[src/rtl/alu_pkg.sv]
// Shared definitions for the sequential ALU: opcodes, FSM states and the flag bundle.
package alu_pkg;

  localparam logic [3:0] OP_ADD  = 4'h0;
  localparam logic [3:0] OP_SUB  = 4'h1;
  localparam logic [3:0] OP_XOR  = 4'h2;
  localparam logic [3:0] OP_SLT  = 4'h3;
  localparam logic [3:0] OP_AND  = 4'h4;
  localparam logic [3:0] OP_NAND = 4'h5;
  localparam logic [3:0] OP_NOR  = 4'h6;
  localparam logic [3:0] OP_OR   = 4'h7;
  localparam logic [3:0] OP_MUL  = 4'h8;
  localparam logic [3:0] OP_SLL  = 4'h9;
  localparam logic [3:0] OP_SRL  = 4'hA;
  localparam logic [3:0] OP_SRA  = 4'hB;

  typedef enum logic [1:0] {
    IDLE  = 2'd0,
    MBUSY = 2'd1,
    HOLD  = 2'd2
  } state_t;

  typedef struct packed {
    logic zero;
    logic overflow;
    logic cout;
  } flags_t;

  // Opcodes 1100-1111 are reserved and yield a zero result with all flags cleared.
  function automatic logic isIllegal(input logic [3:0] op);
    return op[3] & op[2];
  endfunction

endpackage

[src/rtl/alu_seq_if.sv]
// Operand/result handshake bundle between operand fetch, the ALU and writeback.
interface alu_seq_if #(parameter int WIDTH = 32);

  logic             in_valid;
  logic             in_ready;
  logic [3:0]       op;
  logic [WIDTH-1:0] a;
  logic [WIDTH-1:0] b;
  logic             out_valid;
  logic             out_ready;
  logic [WIDTH-1:0] result;
  logic             zero;
  logic             overflow;
  logic             cout;

  modport master (
    output in_valid, op, a, b, out_ready,
    input  in_ready, out_valid, result, zero, overflow, cout
  );

  modport slave (
    input  in_valid, op, a, b, out_ready,
    output in_ready, out_valid, result, zero, overflow, cout
  );

endinterface

[src/rtl/alu_comb.sv]
// Single-cycle ALU datapath: arithmetic, logic, compare and barrel shifts with flags.
module alu_comb
  import alu_pkg::*;
#(
  parameter int WIDTH = 32
) (
  input  logic [3:0]       op_i,
  input  logic [WIDTH-1:0] a_i,
  input  logic [WIDTH-1:0] b_i,
  output logic [WIDTH-1:0] result_o,
  output flags_t           flags_o
);

  localparam int SHW = $clog2(WIDTH);

  logic [WIDTH:0]   sum;
  logic [WIDTH:0]   diff;
  logic [SHW-1:0]   shAmt;
  logic             ovf;
  logic             carry;

  assign sum   = {1'b0, a_i} + {1'b0, b_i};
  assign diff  = {1'b0, a_i} - {1'b0, b_i};
  assign shAmt = b_i[SHW-1:0];

  always_comb begin
    result_o = '0;
    ovf      = 1'b0;
    carry    = 1'b0;
    case (op_i)
      OP_ADD: begin
        result_o = sum[WIDTH-1:0];
        ovf      = (a_i[WIDTH-1] == b_i[WIDTH-1]) && (sum[WIDTH-1] != a_i[WIDTH-1]);
        carry    = sum[WIDTH];
      end
      OP_SUB: begin
        // The extra MSB of diff is the borrow, so its inverse means a >= b unsigned.
        result_o = diff[WIDTH-1:0];
        ovf      = (a_i[WIDTH-1] != b_i[WIDTH-1]) && (diff[WIDTH-1] != a_i[WIDTH-1]);
        carry    = ~diff[WIDTH];
      end
      OP_XOR:  result_o = a_i ^ b_i;
      OP_SLT:  result_o = {{(WIDTH-1){1'b0}}, ($signed(a_i) < $signed(b_i))};
      OP_AND:  result_o = a_i & b_i;
      OP_NAND: result_o = ~(a_i & b_i);
      OP_NOR:  result_o = ~(a_i | b_i);
      OP_OR:   result_o = a_i | b_i;
      OP_SLL:  result_o = a_i << shAmt;
      OP_SRL:  result_o = a_i >> shAmt;
      OP_SRA:  result_o = $signed(a_i) >>> shAmt;
      default: result_o = '0;
    endcase

    flags_o.zero     = !isIllegal(op_i) && (result_o == '0);
    flags_o.overflow = ovf;
    flags_o.cout     = carry;
  end

endmodule

[src/rtl/alu_seq.sv]
// Registered ALU with valid/ready handshakes and a multi-cycle shift-add multiplier.
module alu_seq
  import alu_pkg::*;
#(
  parameter int WIDTH = 32
) (
  input  logic       clk,
  input  logic       rst_n,
  alu_seq_if.slave   bus
);

  localparam int SHW = $clog2(WIDTH);
  localparam logic [SHW-1:0] LAST_STEP = SHW'(WIDTH - 2);

  state_t               state_q, state_d;
  logic [WIDTH-1:0]     result_q, result_d;
  flags_t               flags_q, flags_d;
  logic [2*WIDTH-1:0]   acc_q, acc_d;
  logic [WIDTH-1:0]     mcand_q, mcand_d;
  logic [SHW-1:0]       count_q, count_d;

  logic [WIDTH-1:0]     combResult;
  flags_t               combFlags;
  logic                 accept;

  alu_comb #(.WIDTH(WIDTH)) u_comb (
    .op_i     (bus.op),
    .a_i      (bus.a),
    .b_i      (bus.b),
    .result_o (combResult),
    .flags_o  (combFlags)
  );

  // Upper half gains the multiplicand when the multiplier LSB is set, then the pair shifts right.
  function automatic logic [2*WIDTH-1:0] mulStep(input logic [2*WIDTH-1:0] acc,
                                                 input logic [WIDTH-1:0]   mcand);
    logic [WIDTH:0] upper;
    upper = {1'b0, acc[2*WIDTH-1:WIDTH]} + (acc[0] ? {1'b0, mcand} : {(WIDTH+1){1'b0}});
    return {upper, acc[WIDTH-1:1]};
  endfunction

  assign bus.in_ready  = (state_q == IDLE) || ((state_q == HOLD) && bus.out_ready);
  assign accept        = bus.in_valid && bus.in_ready;
  assign bus.out_valid = (state_q == HOLD);
  assign bus.result    = result_q;
  assign bus.zero      = flags_q.zero;
  assign bus.overflow  = flags_q.overflow;
  assign bus.cout      = flags_q.cout;

  // The accept edge already performs the first multiply step, so the W-th edge delivers the product.
  always_comb begin
    state_d  = state_q;
    result_d = result_q;
    flags_d  = flags_q;
    acc_d    = acc_q;
    mcand_d  = mcand_q;
    count_d  = count_q;

    case (state_q)
      MBUSY: begin
        acc_d   = mulStep(acc_q, mcand_q);
        count_d = count_q + SHW'(1);
        if (count_q == LAST_STEP) begin
          state_d          = HOLD;
          result_d         = acc_d[WIDTH-1:0];
          flags_d.zero     = (acc_d[WIDTH-1:0] == '0);
          flags_d.overflow = |acc_d[2*WIDTH-1:WIDTH];
          flags_d.cout     = 1'b0;
        end
      end
      HOLD: begin
        if (bus.out_ready && !bus.in_valid) begin
          state_d = IDLE;
        end
      end
      default: ;
    endcase

    if (accept) begin
      if (bus.op == OP_MUL) begin
        state_d = MBUSY;
        mcand_d = bus.a;
        acc_d   = mulStep({{WIDTH{1'b0}}, bus.b}, bus.a);
        count_d = '0;
      end else begin
        state_d  = HOLD;
        result_d = combResult;
        flags_d  = combFlags;
      end
    end
  end

  always_ff @(posedge clk or negedge rst_n) begin
    if (!rst_n) begin
      state_q  <= IDLE;
      result_q <= '0;
      flags_q  <= '0;
      acc_q    <= '0;
      mcand_q  <= '0;
      count_q  <= '0;
    end else begin
      state_q  <= state_d;
      result_q <= result_d;
      flags_q  <= flags_d;
      acc_q    <= acc_d;
      mcand_q  <= mcand_d;
      count_q  <= count_d;
    end
  end

endmodule

[src/flat_wrapper.sv]
// flat-port wrapper written by rule: the top's interface ports become plain ports
module alu_seq_flat import alu_pkg::*;
#(
  parameter int WIDTH = 32
)
  (clk, rst_n, bus_in_valid, bus_op, bus_a, bus_b, bus_out_ready, bus_in_ready, bus_out_valid, bus_result, bus_zero, bus_overflow, bus_cout);
  alu_seq_if #(.WIDTH(WIDTH)) bus_i ();
  input  logic clk;
  input  logic rst_n;
  input wire logic [$bits(bus_i.in_valid)-1:0] bus_in_valid;
  input wire logic [$bits(bus_i.op)-1:0] bus_op;
  input wire logic [$bits(bus_i.a)-1:0] bus_a;
  input wire logic [$bits(bus_i.b)-1:0] bus_b;
  input wire logic [$bits(bus_i.out_ready)-1:0] bus_out_ready;
  output wire logic [$bits(bus_i.in_ready)-1:0] bus_in_ready;
  output wire logic [$bits(bus_i.out_valid)-1:0] bus_out_valid;
  output wire logic [$bits(bus_i.result)-1:0] bus_result;
  output wire logic [$bits(bus_i.zero)-1:0] bus_zero;
  output wire logic [$bits(bus_i.overflow)-1:0] bus_overflow;
  output wire logic [$bits(bus_i.cout)-1:0] bus_cout;
  assign bus_i.in_valid = bus_in_valid;
  assign bus_i.op = bus_op;
  assign bus_i.a = bus_a;
  assign bus_i.b = bus_b;
  assign bus_i.out_ready = bus_out_ready;
  assign bus_in_ready = bus_i.in_ready;
  assign bus_out_valid = bus_i.out_valid;
  assign bus_result = bus_i.result;
  assign bus_zero = bus_i.zero;
  assign bus_overflow = bus_i.overflow;
  assign bus_cout = bus_i.cout;
  alu_seq #(.WIDTH(WIDTH)) u_core (.clk(clk), .rst_n(rst_n), .bus(bus_i));
endmodule
[config.mk]
export PLATFORM = sky130hd
export DESIGN_NAME = alu_seq_flat
export DESIGN_NICKNAME = d
export VERILOG_FILES = /design/src/rtl/alu_pkg.sv /design/src/rtl/alu_seq_if.sv /design/src/rtl/alu_comb.sv /design/src/rtl/alu_seq.sv /design/src/flat_wrapper.sv
export SDC_FILE = /design/constraint.sdc
export NUM_CORES = 1
export LEC_CHECK = 0
export CAP_MARGIN = 20
export CORE_MARGIN = 2
export CORE_UTILIZATION = 45
export CTS_BUF_LIST = sky130_fd_sc_hd__clkbuf_8
export DETAILED_ROUTE_END_ITERATION = 10
export PLACE_DENSITY = 0.63
export SKIP_LAST_GASP = 1
export SLEW_MARGIN = 20
export SYNTH_ARGS = -nofsm -noshare
export SYNTH_HDL_FRONTEND = slang
export SYNTH_HIERARCHICAL = 1
export SYNTH_SLANG_ARGS = --single-unit
[constraint.sdc]
create_clock -name clk -period 6.7 [get_ports clk]
set_input_delay 0.67 -clock clk [delete_from_list [all_inputs] [get_ports clk]]
set_output_delay 0.67 -clock clk [all_outputs]
set_load 0.01 [all_outputs]
==> results.txt, run 1 <==
Worst setup EP type -> flop
final max-slew violation count -> 0
Final Power -> 4.68 mW
vias in the first global route -> 18805
Setup-failing EPs final -> 0
drt first-iter violations -> 2582
area of the die -> 42100 um2
WS Path Type -> primary input to flop
buffer depth of the longest clock path -> 2
first-pass GRT wire length -> 122000 um
Net Sw Frac -> 47.7%
Fin Setup TNS -> 0 ns
crit path DAT -> 6.27 ns
initial core utilization -> 45.8%
Hold Buf Count CTS -> 0
Synth Net Count -> 2605
CTS tree -> yes
Clock Skew -> 0.0134 ns
share of layout cells above drive strength 1 -> 9.57%
pwr/cell area -> 231 nW/um2
post-CTS setup buffers -> 0
crit-path max FO -> 17
FF+latch count, synth -> 138
sequential fraction of the synthesis area -> 18.9%
Leak Pwr -> 8.68 nW
sequential power share -> 31.2%
syn avg cell area -> 7.60 um2
power share of the clock group -> 14.0%
Die Span X -> 205 um
clk_lat worst skew -> 0.53 ns
post-route ant nets -> 0
TritonRoute pass-1 iters -> 8
gr ovfl total -> 0
initial antenna violation count -> 2
final worst-path cycle share -> 87.1%
Net Switching -> 2.23 mW
number of synthesized flops with an enable pin -> 0
Hold Vio Cnt, Final -> 0
Hold Crit Class -> primary input to asynchronous set/reset pin
GRT Overall Usage -> 38.7%
slew at the pin closest to its max-slew limit -> 1.09 ns
Max IR drop VDD -> 0.438 mV
largest net degree at the start of global routing -> 79
Comb pwr share -> 54.9%
CTS resizes -> 0
drt total wl -> 81400 um
PortBufs -> 108
Final min period -> 5.84 ns
CP Cell Sequence -> clkdlybuf4s50_1 > buf_4 > buf_4 > nor2_1 > and3_1 > a22oi_1 > o31ai_1 > or4_1 > nor3_1 > o211ai_1 > or4_1 > nor4_1 > nand3_1 > nor3_2 > nand2_1 > o21ai_0
CP startpoint kind -> primary input
Post-Syn Area -> 18200 um2
RSZ-0062 raised after global routing -> false
Ant. Diodes -> 0
row count -> 73
dpl hpwl -> 63300 um
Async SR Flop Fraction -> 100%
Distinct cells, synth -> 105
top_reg_cell synth -> dfrtp_1
CTS H-tree lvls -> 4
max_cap viols -> 0
status -> complete, no violations
Int Power -> 2.45 mW
Root Buffer Master -> clkbuf_8
fin nets -> 2640
Layout area overhead -> 10.9%
num ports -> 109
Core Box Area -> 39800 um2
slowest stage cell, crit path -> clkdlybuf4s50_1
CP top delay family -> simple AND/OR/NAND/NOR gates
Slew headroom -> 27.3%
drc violations -> 0
Yosys warnings -> 6
GPL Wtd Cong -> 1.03
clock sinks -> 138
CTS clk-pin slew, worst paths -> 0.08 ns
Die Y -> 205 um
CTS Buf Count -> 17
routed length per instance -> 27.4 um
Bufs and invs on worst path -> 3
Syn Inst Count -> 2398
via count -> 20058
Worst path max stage delay -> 1.04 ns
vias per cell -> 6.75
f_max -> 171 MHz
required time of the critical path -> 7.14 ns
cell usage in the layout (no fill, tap or decap), types with 55 or more instances in the layout:
master,count
nand2_1,354
nor2_1,193
a21oi_1,143
dfrtp_1,138
ha_1,132
o21ai_0,129
mux2i_1,108
clkdlybuf4s50_1,102
inv_1,99
buf_4,83
a31oi_1,64
nor3_1,55
path summary, 6_finish.rpt:
check                                          startpoint                              end  slack [ns]  depth (start not counted)
setup / recovery                                bus_op[2]        u_core/bus.zero$_DFF_PN0_        0.86                         16
hold / removal                                      rst_n  u_core/bus.result[16]$_DFF_PN0_        0.14                          1
setup reg to reg                u_core/acc_q[0]$_DFF_PN0_    u_core/bus.overflow$_DFF_PN0_        1.68                         13
hold reg to reg            u_core/mcand_q[27]$_DFFE_PN0P_   u_core/mcand_q[27]$_DFFE_PN0P_        0.48                          2
max in group asynchronous                           rst_n       u_core/acc_q[41]$_DFF_PN0_        5.15                          2
min in group clk           u_core/mcand_q[27]$_DFFE_PN0P_   u_core/mcand_q[27]$_DFFE_PN0P_        0.48                          2
final cells by class:
| type | instances | area, um2 |
|---|---|---|
| clock buffer | 18 | 248 |
| timing repair buffer | 189 | 1670 |
| inverter | 101 | 379 |
| fill | 3989 | 19600 |
| tap | 525 | 657 |
| multi-input combinational | 1986 | 13700 |
| clock inverter | 13 | 110 |
| sequential | 138 | 3450 |
stage by stage:
stage               std cells  util, %  hold slack, ns  instance area, um2  setup WS (ns)
floorplan                2398        -           0.374               18200           1.93
global placement         2939     49.8           0.452               19800          0.507
detailed placement       2939     49.8           0.456               19800          0.553
CTS                      2970     50.7           0.141               20200           1.12
global route             2970     50.7           0.203               20200          0.771
finish                   2970     50.7           0.142               20200          0.865
worst reg2reg max path, cell delays in order, from the launching register on:
cell       delay [ns]
dfrtp_1          0.69
and2_1           0.30
ha_1             0.22
fa_1             0.45
a211oi_2         0.35
o31ai_4          0.16
o21a_2           0.28
o311ai_1         0.64
a21oi_1          0.29
nor3_1           0.34
o2111ai_1        0.13
or4_1            0.53
nor4_1           0.44
nor2_1           0.08
per-layer routing:
layer | wire, um | track usage [%]
met5 | 13 | 0
met4 | 2930 | 14.2
met3 | 7520 | 7.36
met2 | 34400 | 56.8
met1 | 36500 | 56.1
power groups by stage:
stage | registers [mW] | clock network, mW | logic, mW
global placement | 1.45 | 0 | 2.48
global route | 1.50 | 0.702 | 2.78
detailed placement | 1.46 | 0 | 2.51
finish | 1.46 | 0.653 | 2.56
floorplan | 1.40 | 0 | 1.62
CTS | 1.45 | 0.683 | 2.52
cell usage after synthesis (50+ instances only):
cell | number | area (um2)
nor3_1 | 55 | 275
o21ai_0 | 129 | 646
dfrtp_1 | 138 | 3450
ha_1 | 132 | 1650
inv_1 | 98 | 368
nand3_1 | 52 | 260
nand2_1 | 354 | 1330
mux2i_1 | 108 | 1080
nor2_1 | 194 | 728
clkbuf_1 | 111 | 417
a31oi_1 | 64 | 400
a21oi_1 | 143 | 716
xnor2_1 | 50 | 438
flip-flops by register name, indices dropped and copies added (netlist names):
signal and cells:
u_core/state_q 2, u_core/acc_q 64, u_core/mcand_q 32, u_core/bus.zero 1
u_core/count_q 5, u_core/bus.overflow 1, u_core/bus.cout 1, u_core/bus.result 32
cells by family after synthesis:
kind of cell,share of synthesized area (%)
buffers and inverters,6.24
DFF,18.9
AOI/OAI and AO/OA,27.1
and+or+nand+nor,23.5
xor gates and xnor gates,3.17
adders and majority gates,9.39
muxes,11.7
No activity file was read; power rests on OpenSTA's default activity.
==> run 2: changes to the inputs <==
- CAP_MARGIN: 20 -> unset
==> results of run 2 <==
Same layout as run 1: the final DEF is identical, and so are final timing and power.
